### src/rtl/bin2bcd_converter_pkg.sv
// Shared constants for the binary-to-BCD converter: FSM encoding, digit limits
// and a helper that computes the full-scale decimal value for a digit count.
package bcd_pkg;

    localparam logic [1:0] ST_IDLE  = 2'd0;
    localparam logic [1:0] ST_SHIFT = 2'd1;
    localparam logic [1:0] ST_DONE  = 2'd2;

    localparam logic [3:0] BCD_MAX_DIGIT  = 4'd9;
    localparam logic [3:0] ADD3_THRESHOLD = 4'd5;

    // Largest value representable in 'digits' decimal digits (10^digits - 1).
    function automatic logic [63:0] full_scale(input int digits);
        logic [63:0] value;
        value = 64'd1;
        for (int i = 0; i < digits; i++) begin
            value = value * 64'd10;
        end
        return value - 64'd1;
    endfunction

endpackage

### src/rtl/bin2bcd_converter_if.sv
// Request/complete handshake and result bus between a requester and the
// binary-to-BCD converter.
interface bin2bcd_converter_if #(
    parameter int BIN_WIDTH = 14,
    parameter int DIGITS    = 4
);

    logic                  start;
    logic [BIN_WIDTH-1:0]  binary;
    logic                  busy;
    logic                  done;
    logic                  overflow;
    logic [4*DIGITS-1:0]   bcd;

    modport master (
        output start,
        output binary,
        input  busy,
        input  done,
        input  overflow,
        input  bcd
    );

    modport slave (
        input  start,
        input  binary,
        output busy,
        output done,
        output overflow,
        output bcd
    );

endinterface

### src/rtl/bin2bcd_converter_add3.sv
// Single-digit double-dabble correction: digits of 5 or more get +3 so the
// following left shift carries correctly into the next decimal digit.
module bcd_add3
    import bcd_pkg::*;
(
    input  logic [3:0] digit_i,
    output logic [3:0] digit_o
);

    assign digit_o = (digit_i >= ADD3_THRESHOLD) ? (digit_i + 4'd3) : digit_i;

endmodule

### src/rtl/bin2bcd_converter.sv
// Sequential shift-and-add-3 binary-to-BCD converter with a registered,
// glitch-free result that only updates on the completion pulse.
module bin2bcd_converter
    import bcd_pkg::*;
#(
    parameter int BIN_WIDTH = 14,
    parameter int DIGITS    = 4
) (
    input  logic                 clk,
    input  logic                 reset_,
    bin2bcd_converter_if.slave   bus
);

    localparam int              CNT_W      = $clog2(BIN_WIDTH + 1);
    localparam int              SCR_W      = 4 * DIGITS;
    localparam logic [63:0]     FULL_SCALE = full_scale(DIGITS);

    logic [1:0]           state_q,    state_d;
    logic [CNT_W-1:0]     cnt_q,      cnt_d;
    logic [BIN_WIDTH-1:0] shift_q,    shift_d;
    logic [SCR_W-1:0]     scratch_q,  scratch_d;
    logic                 ovf_pend_q, ovf_pend_d;
    logic [SCR_W-1:0]     bcd_q,      bcd_d;
    logic                 overflow_q, overflow_d;
    logic                 done_q,     done_d;

    logic [SCR_W-1:0]     corrected;
    logic [63:0]          binary_ext;

    for (genvar g = 0; g < DIGITS; g++) begin : g_add3
        bcd_add3 u_add3 (
            .digit_i (scratch_q[4*g +: 4]),
            .digit_o (corrected[4*g +: 4])
        );
    end

    assign binary_ext = {{(64-BIN_WIDTH){1'b0}}, bus.binary};

    always_comb begin
        state_d    = state_q;
        cnt_d      = cnt_q;
        shift_d    = shift_q;
        scratch_d  = scratch_q;
        ovf_pend_d = ovf_pend_q;
        bcd_d      = bcd_q;
        overflow_d = overflow_q;
        done_d     = 1'b0;

        case (state_q)
            ST_IDLE: begin
                if (bus.start) begin
                    shift_d    = bus.binary;
                    scratch_d  = '0;
                    cnt_d      = CNT_W'(BIN_WIDTH);
                    ovf_pend_d = (binary_ext > FULL_SCALE);
                    state_d    = ST_SHIFT;
                end
            end
            ST_SHIFT: begin
                // Correction happens before the shift; the MSB falling out of
                // the scratch register is only ever non-zero on overflow.
                {scratch_d, shift_d} = {corrected, shift_q} << 1;
                cnt_d = cnt_q - CNT_W'(1);
                if (cnt_q == CNT_W'(1)) begin
                    state_d = ST_DONE;
                end
            end
            ST_DONE: begin
                bcd_d      = ovf_pend_q ? {DIGITS{BCD_MAX_DIGIT}} : scratch_q;
                overflow_d = ovf_pend_q;
                done_d     = 1'b1;
                state_d    = ST_IDLE;
            end
            default: begin
                state_d = ST_IDLE;
            end
        endcase
    end

    always_ff @(posedge clk or negedge reset_) begin
        if (!reset_) begin
            state_q    <= ST_IDLE;
            cnt_q      <= '0;
            shift_q    <= '0;
            scratch_q  <= '0;
            ovf_pend_q <= 1'b0;
            bcd_q      <= '0;
            overflow_q <= 1'b0;
            done_q     <= 1'b0;
        end else begin
            state_q    <= state_d;
            cnt_q      <= cnt_d;
            shift_q    <= shift_d;
            scratch_q  <= scratch_d;
            ovf_pend_q <= ovf_pend_d;
            bcd_q      <= bcd_d;
            overflow_q <= overflow_d;
            done_q     <= done_d;
        end
    end

    assign bus.busy     = (state_q == ST_SHIFT) || (state_q == ST_DONE);
    assign bus.done     = done_q;
    assign bus.overflow = overflow_q;
    assign bus.bcd      = bcd_q;

endmodule
### src/flat_wrapper.sv
// flat-port wrapper written by rule: the top's interface ports become plain ports
module bin2bcd_converter_flat import bcd_pkg::*;
#(
    parameter int BIN_WIDTH = 14,
    parameter int DIGITS    = 4
)
  (clk, reset_, bus_start, bus_binary, bus_busy, bus_done, bus_overflow, bus_bcd);
  bin2bcd_converter_if #(.BIN_WIDTH(BIN_WIDTH), .DIGITS(DIGITS)) bus_i ();
  input  logic clk;
  input  logic reset_;
  input wire logic [$bits(bus_i.start)-1:0] bus_start;
  input wire logic [$bits(bus_i.binary)-1:0] bus_binary;
  output wire logic [$bits(bus_i.busy)-1:0] bus_busy;
  output wire logic [$bits(bus_i.done)-1:0] bus_done;
  output wire logic [$bits(bus_i.overflow)-1:0] bus_overflow;
  output wire logic [$bits(bus_i.bcd)-1:0] bus_bcd;
  assign bus_i.start = bus_start;
  assign bus_i.binary = bus_binary;
  assign bus_busy = bus_i.busy;
  assign bus_done = bus_i.done;
  assign bus_overflow = bus_i.overflow;
  assign bus_bcd = bus_i.bcd;
  bin2bcd_converter #(.BIN_WIDTH(BIN_WIDTH), .DIGITS(DIGITS)) u_core (.clk(clk), .reset_(reset_), .bus(bus_i));
endmodule
### config.mk
export PLATFORM = sky130hd
export DESIGN_NAME = bin2bcd_converter_flat
export DESIGN_NICKNAME = d
export VERILOG_FILES = /design/src/rtl/bin2bcd_converter_pkg.sv /design/src/rtl/bin2bcd_converter_if.sv /design/src/rtl/bin2bcd_converter_add3.sv /design/src/rtl/bin2bcd_converter.sv /design/src/flat_wrapper.sv
export SDC_FILE = /design/constraint.sdc
export NUM_CORES = 1
export LEC_CHECK = 0
export BUFFER_PORTS_ARGS = -buffer_cell sky130_fd_sc_hd__buf_2
export CORE_MARGIN = 2
export CORE_UTILIZATION = 52
export DETAILED_ROUTE_END_ITERATION = 8
export PLACE_DENSITY = 0.83
export SYNTH_ARGS = -nofsm -noshare
export SYNTH_HDL_FRONTEND = slang
export SYNTH_SLANG_ARGS = --single-unit
### constraint.sdc
create_clock -name clk -period 1.5 [get_ports clk]
set_input_delay 0.15 -clock clk [delete_from_list [all_inputs] [get_ports clk]]
set_output_delay 0.15 -clock clk [all_outputs]
set_load 0.03 [all_outputs]
-- Word-level counts from Yosys, hierarchy flattened
Index checks and enable logic that the tools add are counted.
- multiplexer cells: 15
- reduce and logical (&&, ||, !) cells: 6
- add/sub/neg operators: 5
- shifts and indexed selects: 0
- equality and inequality tests: 5
- $mul: 0
- div/mod/pow operators: 0
- magnitude comparators: 5
- bitwise gates (word level): 0
- operator list (operator ; count):
    $mux 16 ; 2
    $pmux 16 s2 ; 1
    $pmux 14 s2 ; 1
    $ge 4x3->1 const B ; 4
    $mux 4 ; 4
    $gt 14x14->1 const B ; 1
    $mux 14 ; 1
    $add 4x2->4 const B ; 3
    $pmux 4 s2 ; 1
    $reduce_and 2->1 ; 3
    $eq 4x1->1 const B ; 1
    $mux 2 ; 2
    $pmux 2 s2 ; 1
    $sub 4x1->4 const B ; 1
    $add 3x2->3 const B ; 1
    $mux 3 ; 1
    $eq 2x1->1 const B ; 1
    $eq 2x2->1 const B ; 1
    $logic_not 2->1 ; 1
    $ne 2x1->1 const B ; 1
    $ne 2x2->1 const B ; 1
    $reduce_bool 2->1 ; 1
    $logic_or 1x1->1 ; 1
    $mux 1 ; 1
- bits in latches: 0
- memory bits (read-only): 0
- memories kept: 0
- logic and storage cells: 44
- flip-flop bits (word level): 55
- memory bits (writable): 0
- output and inout port bits: 19
- input bits: 17

-- Logic depth before layout (Yosys ltp)
Gate-level depths: netlist (run 1).
- depth after elaboration: 3
- depth in mapped cells: 8
- depth with buffers taken out: 6

-- Hierarchy
A second synthesis (run 1) with hierarchy kept.
- cell total of the unflattened synthesis: 283
- area total of the unflattened synthesis: 2845.2 µm²
- modules (own cells, without submodules) (module ; times used ; seq. area each (µm²) ; cells each ; area each (µm²)):
    bin2bcd_converter ; 1 ; 1376.3 ; 219 ; 2439.8
    bcd_add3 ; 4 ; 0.0 ; 16 ; 101.3

-- Worst setup path after synthesis (run 1)
Ideal clock, no wire load.
- path type: register to register
- start: register u_core.state_q[1]
- end: register u_core.state_q[0]
- required time: 1.372 ns
- library setup time: 0.128 ns
- clock period less this slack: 1.522 ns
- slack: -0.022 ns
- cell stages (with the launch flop): 7
- arrival time: 1.394 ns
- path through: dfrtp_1 inv_1 ha_1 buf_4 buf_2 a21oi_1 mux2_1
- cells in the longest elaborated chain, start to end: 3
- ends and longest elaborated chain (item ; line ; source):
    start: declaration ; bin2bcd_converter.sv:18 ; logic [1:0] state_q, state_d;
    start signal: assignment ; bin2bcd_converter.sv:91 ; state_q <= state_d;
    $eq 2x1->1 / $logic_not 2->1 (equally long branches) ; bin2bcd_converter.sv:49 ; case (state_q)
    $ne 2x1->1 (no source line) / $ne 2x2->1 (equally long branches) ; n/a ;
    $reduce_and 2->1 (no source line) ; n/a ;
Parallel ways exist; a longest one is shown, timed or not.
A chain may end at the register's enable or synchronous reset.

-- Worst setup path after layout (run 1)
- start: register u_core.state_q[1]
- end: register u_core.scratch_q[11]
- cells in the longest elaborated chain, start to end: 3
- ends and longest elaborated chain (item ; line ; source):
    $eq 2x1->1 / $logic_not 2->1 (equally long branches) ; bin2bcd_converter.sv:49 ;
    $reduce_bool 2->1 (no source line) / $ne 2x2->1 (equally long branches) ; n/a ;
    $reduce_and 2->1 (no source line) ; n/a ;
    end signal: assignment ; bin2bcd_converter.sv:94 ; scratch_q <= scratch_d;
    end: declaration ; bin2bcd_converter.sv:21 ; logic [SCR_W-1:0] scratch_q, scratch_d;
Parallel ways exist; a longest one is shown, timed or not.

==> results.txt, run 1 <==
Outcome: finished clean
CP peak stage delay: 400 ps
Cts bufs inserted: 5
Hpwl dp: 3.90 mm
Yosys top cell by area: dfrtp_1
CP Capture Type: register
Total number of H-tree levels: 2
Placed cells: 389
Netlist cell types: 40
# IOs: 36
CP max-delay cell: dfrtp_1
Die Wd: 76.6 um
Critical path type: register to register
Ant diodes: 0
Die Y: 76.6 um
CP startpoint: u_core.state_q[1]
Post-layout util: 0.669
YS warnings: 0
Core area: 0.00511 mm^2
Worst-path clk slew: 90 ps
Root buffer cell: clkbuf_8
Share of cells above drive strength 1: 0.297
Final Non-Filler Cells: 397
Hold Vio Cnt, Final: 0
Synth-to-Final Area Change: 24.8%
Largest cells by area after synthesis: dfrtp_1, ha_1, mux2i_1
CP bufs+invs: 2
Synthesized cell area: 0.00274 mm^2
Power per cell area: 2040 mW/mm^2
#FFs+latches synth: 55
Drt drc: 0
Worst slew pin tran: 501 ps
Initial Utilization: 0.536
Global route overflow: 0
Die area: 0.00586 mm^2
Crit-path max FO: 6
Slew HR: 0.666
Design Power: 6.99 mW
Worst R2R Start: u_core.state_q[1]
Clock latency on the worst-skew pair: 310 ps
Synth Net Count: 300
Finished Cell Area: 0.00342 mm^2
Initial antenna violation count: 0
Average wire per standard cell: 13.7 um
RSZ-0062 raised after global routing: yes
Yosys top cell area share: 0.503
Final worst path period share: 0.969
First-pass DRT Iterations: 4
Gpl congestion: 0.812
Data arrival time of the worst path: 1660 ps
Iter 0 DRT Violations: 154
Worst Skew: 2.51 ps
Max-Cap Viols: 0
Fin. max-slew vios: 0
Vias in the first global route: 2072
Minimum clock period: 1450 ps
Clock Sinks: 55
Post-Route WL: 5.44 mm
Vias/cell: 5.32
Worst Hold Launch: bus_binary[3]
CTS tree: built
Largest net degree at the start of global routing: 56
Max rail drop VDD: 1.23 mV
Layout net count: 358
Sequential area share after synthesis: 0.503
Startpoint types: register
# setup viols final: 0
Port Buf Inserts: 35
Crit-path cells: inv_2 > ha_4 > and2b_2 > nor2_4 > buf_4 > a32o_1
Cells after Synth: 269
Hold WC Path Type: input pin to register
Fmax: 688 MHz
Total number of vias: 2111
Syn Area/Cell: 10.2 um^2
Routed Antenna Nets: 0
Leakage: 1.60 nW
Placed instance area: 0.00317 mm^2
Critical Path RT: 1710 ps
Row cnt: 26
First-pass GRT wire length: 9.66 mm
Gr usage total: 0.205
Clock Tree Buf Depth: 2
CP top delay family: flip-flops
==> path summary, 6_finish.rpt <==
kind / end / slack [ps] / cells past startpoint
setup / recovery: u_core.scratch_q[11] / 50 / 6
hold / removal: u_core.shift_q[3] / 110 / 3
setup reg to reg: u_core.scratch_q[11] / 50 / 6
hold reg to reg: u_core.shift_q[12] / 490 / 2
max in group asynchronous: u_core.shift_q[0] / 890 / 3
min in group asynchronous: u_core.bus.bcd[2] / 360 / 3
==> per-stage QoR <==
step	setup slack [ps]	TNS (ps)	hold slack, ps
after floorplan	6.66	0	-146
after global placement	-9.80	-28.3	169
after detailed placement	-40.0	-220	174
after CTS	8.03	0	105
after global routing	-18.4	-38.3	133
final	46.5	0	111
==> sequential cells by signal, summed over array words and instances (netlist names) <==
register	flops
u_core.bus.bcd	16
u_core.scratch_q	16
u_core.shift_q	14
u_core.cnt_q	4
u_core.state_q	2
u_core.bus.done	1
u_core.bus.overflow	1
u_core.ovf_pend_q	1
==> where the power goes <==
part / switching [mW] / total [mW] / internal [mW]
combinational: 2.00 / 3.63 / 1.64
sequential: 0.400 / 2.40 / 2.00
clock: 0.467 / 0.957 / 0.490
==> metal layers <==
layer | global-route usage | up-vias | part of all wire
met3 | 0.0403 | 6 | 0.046
li1 | - | 1046 | -
met4 | 0.0545 | 0 | 0.012
met5 | 0 | - | 0
met2 | 0.337 | 55 | 0.49
met1 | 0.280 | 1004 | 0.45
==> logic make-up (layout without fill, tap and decap cells) <==
group,Yosys count,in the layout,share of synthesized area
AO/OA/AOI/OAI,73,73,0.173
XOR/XNOR,7,7,0.0224
adder cells (fa/ha/maj),14,14,0.0640
buffers and inverters,36,94,0.0608
flip-flops,55,55,0.503
multiplexers,15,15,0.0557
AND/OR/NAND/NOR,69,69,0.122
==> Yosys cell counts (all sizes together) <==
cell and number:
nor4 1, mux2 2, mux2i 13, a22oi 1
inv 23, a32o 4, xor2 3, a31oi 1
o21ai 31, o22ai 5, nand3b 8, nand3 8
nand2 25, dfrtp 55, nor2 20, xnor2 4
nor3 1, o32ai 3, a21boi 1, o31ai 6
o311ai 4, a21oi 16, o2bb2ai 1, clkbuf 5
buf 8, and2b 1, nand2b 5, ha 14
==> repair_timing <==
item                                    in CTS  in global routing
endpoints found under the setup margin      23                 17
setup buffers                                0                  0
cloned                                       0                  0
endpoints found under the hold margin       55                  0
hold buffers                                 1                  0
gates resized for setup                      7                 23
pin swaps                                    0                  3
==> layout make-up <==
class	count	area (um^2)
fill	385	1690
sequential	55	1380
multi-input combinational	178	1300
timing repair buffer	64	463
tap	70	87.6
inverter	23	86.3
clock buffer	6	72.6
clock inverter	1	30.0
==> worst register-to-register path: cells and delay by family, from the launching register on <==
family                     cells  cell delay [ps]
DFF                            1              400
and+or+nand+nor                2              250
buffers and inverters          2              260
AOI/OAI and AO/OA              1              260
adders and majority gates      1              190
==> placed cells by master, fill, tap and decap left out, types with 2 or more instances in the layout <==
master    instances
o31ai_1           3
xor2_1            3
ha_1             10
o32ai_2           2
nand2b_1          4
dfrtp_1          55
ha_4              2
inv_2             4
xnor2_1           4
a21oi_2           2
nand3b_1          8
o311ai_1          2
nand2_1          23
buf_2            35
a32o_1            4
o21ai_0          16
nor2_1           19
buf_8             2
nand3_1           7
ha_2              2
inv_1            19
a21oi_4           2
buf_4            19
mux2i_1          13
o31ai_2           3
o22ai_1           5
clkbuf_8          5
buf_12            3
a21oi_1          12
o21ai_1          14
buf_6             4
Note: power is estimated with default switching activity, not from simulation.
==> run 2: changes to the inputs <==
CORE_ASPECT_RATIO = 1.1   (was not set)
CTS_CLUSTER_SIZE = 10   (was not set)
==> run 2 against run 1 <==
- utilization is 0.96 points lower
- total power down 4.0%
- final cell count decreased by 3.0%
- largest cell class unchanged
==> results.txt, run 2 (synthesis results as in run 1) <==
Dpl ws: -52.7 ps
CP peak stage delay: 400 ps
CTS tree: built
# IOs: 36
Final worst path period share: 0.978
Minimum clock period: 1470 ps
Max-Cap Viols: 0
Power per cell area: 2020 mW/mm^2
Outcome: finished clean
Hold slack: 109 ps
Fmax: 682 MHz
Hold WC Path Type: input pin to register
Share of cells above drive strength 1: 0.275
Die area: 0.00586 mm^2
Startpoint types: register
Port Buf Inserts: 35
Total number of vias: 2099
Clock latency on the worst-skew pair: 310 ps
Iter 0 DRT Violations: 150
Busiest grt layer: met2
Worst Skew: 8.20 ps
Met3 global-route usage: 0.0389
# setup viols final: 0
Crit-path cells: inv_2 > ha_4 > and2b_1 > a21oi_1 > mux2_1
Drt drc: 0
Worst slew pin tran: 534 ps
Hpwl dp: 3.71 mm
Vias/cell: 5.45
Average wire per standard cell: 14.1 um
GRT met2 Usage: 0.316
Filler Cell Count: 392
Worst-path clk slew: 90 ps
Routed Antenna Nets: 0
Commonest non-fill, non-tap cell in the layout: dfrtp_1
Setup slack after layout: 33.6 ps
Synth-to-Final Area Change: 21.2%
Cts bufs inserted: 5
Gr usage total: 0.188
First-pass GRT wire length: 8.63 mm
Row cnt: 27
First-pass DRT Iterations: 4
Die Y: 80.1 um
Fin. max-slew vios: 0
Most frequent cells in the layout: dfrtp_1, buf_2, nand2_1, inv_1, nor2_1
Clock Sinks: 55
Initial antenna violation count: 0
Vias in the first global route: 1951
Die Wd: 73.2 um
Critical path type: register to register
Data arrival time of the worst path: 1660 ps
Initial Utilization: 0.544
Largest net degree at the start of global routing: 56
Crit-path max FO: 6
Ant diodes: 0
Slew HR: 0.644
Clock Tree Buf Depth: 2
Total number of H-tree levels: 2
Max rail drop VDD: 1.08 mV
Leakage: 1.57 nW
CP Capture Type: register
Gpl congestion: 0.809
RSZ-0062 raised after global routing: yes
Root buffer cell: clkbuf_8
Hold Vio Cnt, Final: 0
GR met1 Demand/Resource: 0.239
CP max-delay cell: dfrtp_1
Post-Route WL: 5.42 mm
Layout net count: 357
Global route overflow: 0
Critical Path RT: 1700 ps
Core area: 0.00503 mm^2
-- run 2: cell count changes in the layout (fill, tap and decap cells not counted), sizes merged --
| cell | delta |
|---|---|
| buf | -1 |
| bufinv | -1 |
| clkinvlp | +1 |
| clkinv | +1 |
-- run 2: final cells by class --
cell class / instances / area (um^2) / area share
Sequential cell: 55 / 1380 / 0.414
Clock inverter: 2 / 12.5 / 0.00377
Timing Repair Buffer: 63 / 448 / 0.135
Inverter: 23 / 86.3 / 0.0260
Tap cell: 58 / 72.6 / 0.0219
Clock buffer: 6 / 72.6 / 0.0219
Multi-Input combinational cell: 178 / 1250 / 0.377
-- run 2: repair_timing --
item,4_1_cts,5_1_grt
endpoints found under the setup margin,19,31
cloned,0,0
setup buffers,0,2
pin swaps,0,1
gates resized for setup,4,15
endpoints found under the hold margin,55,0
hold buffers,1,0
-- run 2: metrics by stage --
step	util	cells	instance area (um^2)	TNS (ps)	total power [mW]
finish	0.660	385	3320	0	6.71
global route	0.660	385	3320	-211	7.17
CTS	0.643	383	3240	0	6.45
detailed placement	0.622	374	3130	-297	5.59
global placement	0.622	374	3130	-0.639	5.46
floorplan	-	269	2750	0	4.62
-- run 2: final timing paths --
kind | start | cells after the start | slack [ps] | endpoint
max reg2reg | u_core.state_q[0] | 5 | 30 | u_core.state_q[0]
max in group asynchronous | reset_ | 3 | 890 | u_core.scratch_q[9]
min reg2reg | u_core.shift_q[5] | 2 | 500 | u_core.shift_q[5]
max | u_core.state_q[0] | 5 | 30 | u_core.state_q[0]
min | bus_binary[13] | 3 | 110 | u_core.ovf_pend_q
min in group asynchronous | reset_ | 3 | 370 | u_core.bus.bcd[2]
-- run 2: per-layer routing --
layer  routed length, um  share of wire
met1                2440           0.45
met2                2690           0.50
met3                 208          0.038
met5                   0              0
met4                  87          0.016
-- run 2: power breakdown --
part           switching, mW  internal (mW)
Sequential             0.439           2.00
Clock                  0.480          0.328
Combinational           1.93           1.53
-- run 2: worst max-delay path: cells and delay by family (launching register included) --
| family | cells | cell delay [ps] |
|---|---|---|
| and+or+nand+nor | 1 | 180 |
| muxes | 1 | 340 |
| adders and majority gates | 1 | 180 |
| AOI/OAI and AO/OA | 1 | 180 |
| buffers and inverters | 1 | 70 |
| DFF | 1 | 400 |
==> run 3: changes to the inputs <==
CORE_UTILIZATION = 51   (was 52)
PLACE_DENSITY = 0.82   (was 0.83)
==> run 3 against run 2 <==
- die area up 1.9%
- final cell count rose by 5.7%
- clock power increased by 0.6%
- critical endpoint is now u_core.scratch_q[6]
- wire length grew 18%
- clock skew rose by 1.9 ps
- combinational power up 28%
- final area increased by 8.3%
- critical path type unchanged
- the run now ends with setup timing left
- fmax shrank 5.4%
==> results.txt, run 3 (synthesis results as in run 1) <==
Sequential Area: 0.00138 mm^2
Commonest non-fill, non-tap cell in the layout: dfrtp_1
Crit-path cells: inv_2 > ha_4 > nand2_2 > a21boi_4 > buf_12 > buf_12 > nand2_2 > o311ai_2
Setup slack after layout: -49.6 ps
Startpoint types: register
Share of cells above drive strength 1: 0.370
CP top delay family: flip-flops
Initial Utilization: 0.537
Fin. max-slew vios: 0
Fmax: 645 MHz
Total number of vias: 2208
Clock Sinks: 55
Leakage: 1.68 nW
Synth-to-Final Area Change: 31.2%
Hpwl dp: 3.73 mm
Hold WC Path Type: input pin to register
Routed Antenna Nets: 0
Crit-path max FO: 8
CP Capture Type: register
Most frequent cells in the layout: dfrtp_1, buf_2, buf_4, nor2_1, inv_1
Final worst path period share: 1.03
Failing checks: setup timing
Largest net degree at the start of global routing: 56
Minimum clock period: 1550 ps
Worst Skew: 10.1 ps
Root buffer cell: clkbuf_8
Filler Cell Count: 372
Worst R2R Path Depth: 8
RSZ-0062 raised after global routing: yes
Layout net count: 365
Critical path type: register to register
Gpl congestion: 0.826
Setup TNS: -375 ps
Iter 0 DRT Violations: 177
Total number of H-tree levels: 2
Critical Path RT: 1680 ps
Die Wd: 73.9 um
Average wire per standard cell: 15.7 um
Flop2flop setup slack: -50 ps
Design Power: 7.71 mW
Data arrival time of the worst path: 1730 ps
Clock latency on the worst-skew pair: 310 ps
# IOs: 36
Cts bufs inserted: 5
Ant diodes: 0
Outcome: finished, violations left
Worst R2R Start: u_core.state_q[1]
Port Buf Inserts: 35
Slew HR: 0.654
Gr usage total: 0.199
CP max-delay cell: dfrtp_1
Max rail drop VDD: 1.14 mV
Hold Vio Cnt, Final: 0
CP peak stage delay: 400 ps
Post-Route WL: 6.40 mm
Die Y: 80.9 um
Multi-input gate area: 0.00138 mm^2
Max-Cap Viols: 0
Worst-path clk slew: 100 ps
Initial antenna violation count: 0
# setup viols final: 18
CP bufs+invs: 3
Row cnt: 27
Worst Hold End: u_core.shift_q[3]
Core area: 0.00510 mm^2
Worst slew pin tran: 519 ps
CTS tree: built
Worst Hold Launch: bus_binary[3]
Worst hold path depth: 3
Vias in the first global route: 1985
First-pass DRT Iterations: 4
First-pass GRT wire length: 9.27 mm
Clock Tree Buf Depth: 2
Vias/cell: 5.43
Drt drc: 0
Power per cell area: 2140 mW/mm^2
Global route overflow: 0
Die area: 0.00597 mm^2
RR Endpoint: u_core.scratch_q[6]
==> run 3: cell count changes in the layout (fill, tap and decap cells not counted), moves of 2 or more <==
cell / before / now
nand2_1: 23 / 10
nand2_2: 1 / 11
o21ai_2: 1 / 10
o21ai_1: 14 / 6
buf_12: 3 / 8
buf_6: 6 / 2
nand2_4: 0 / 4
buf_4: 18 / 21
clkbuf_16: 0 / 2
nor2_4: 0 / 2
o31ai_1: 4 / 6
o31ai_2: 2 / 0
==> run 3: final cells by class <==
type                       count  share of cell area
timing repair buffer          69               0.160
multi-input combinational    180               0.384
tap                           72              0.0251
clock inverter                 2             0.00348
inverter                      23              0.0240
sequential                    55               0.383
clock buffer                   6              0.0202
==> run 3: where the power goes <==
group / internal (mW) / leakage [nW] / switching, mW / total (mW)
registers: 2.00 / 0.721 / 0.478 / 2.48
logic: 2.06 / 0.923 / 2.36 / 4.42
clock network: 0.328 / 0.0412 / 0.485 / 0.813
==> run 3: how the worst max path moves through the flow <==
stage                                 endpoint  slack, ps  depth (start not counted)         startpoint
final                      u_core.scratch_q[6]        -50                          8  u_core.state_q[1]
after global routing       u_core.scratch_q[6]       -100                          8  u_core.state_q[1]
after CTS                    u_core.state_q[0]          5                          5  u_core.state_q[0]
after detailed placement   u_core.scratch_q[2]       -140                          6  u_core.state_q[0]
after global placement    u_core.scratch_q[14]        -60                          6  u_core.state_q[0]
after floorplan           u_core.scratch_q[11]          7                          7  u_core.state_q[0]
==> run 3: per-layer routing <==
layer | global-route usage | vias to the layer above | routed length (um)
met2 | 0.338 | 55 | 3290
met1 | 0.263 | 1073 | 2860
met5 | 0 | - | 0
li1 | - | 1072 | -
met4 | 0.0491 | 0 | 55
met3 | 0.0347 | 8 | 194
==> run 3: stage by stage <==
stage	setup slack (ps)	utilization	hold WS (ps)	cell area, um^2	std cells
after CTS	5.41	0.640	114	3260	392
after global placement	-63.5	0.615	169	3140	383
after floorplan	6.66	-	-146	2750	269
final	-49.6	0.705	114	3590	407
after detailed placement	-143	0.615	171	3140	383
after global routing	-104	0.705	130	3590	407
==> run 3: worst register-to-register path, cell delays in order (launching register included) <==
cell      delay, ps
dfrtp_1         400
inv_2           120
ha_4            200
nand2_2         110
a21boi_4        160
buf_12          140
buf_12          140
nand2_2          70
o311ai_2         90
==> run 3: repair_timing <==
item	CTS	global route
hold buffers	1	0
cloned	0	5
resized for setup	8	42
pin swaps	0	10
setup buffers	0	11
setup endpoints to repair	31	30
hold endpoints to repair	55	0
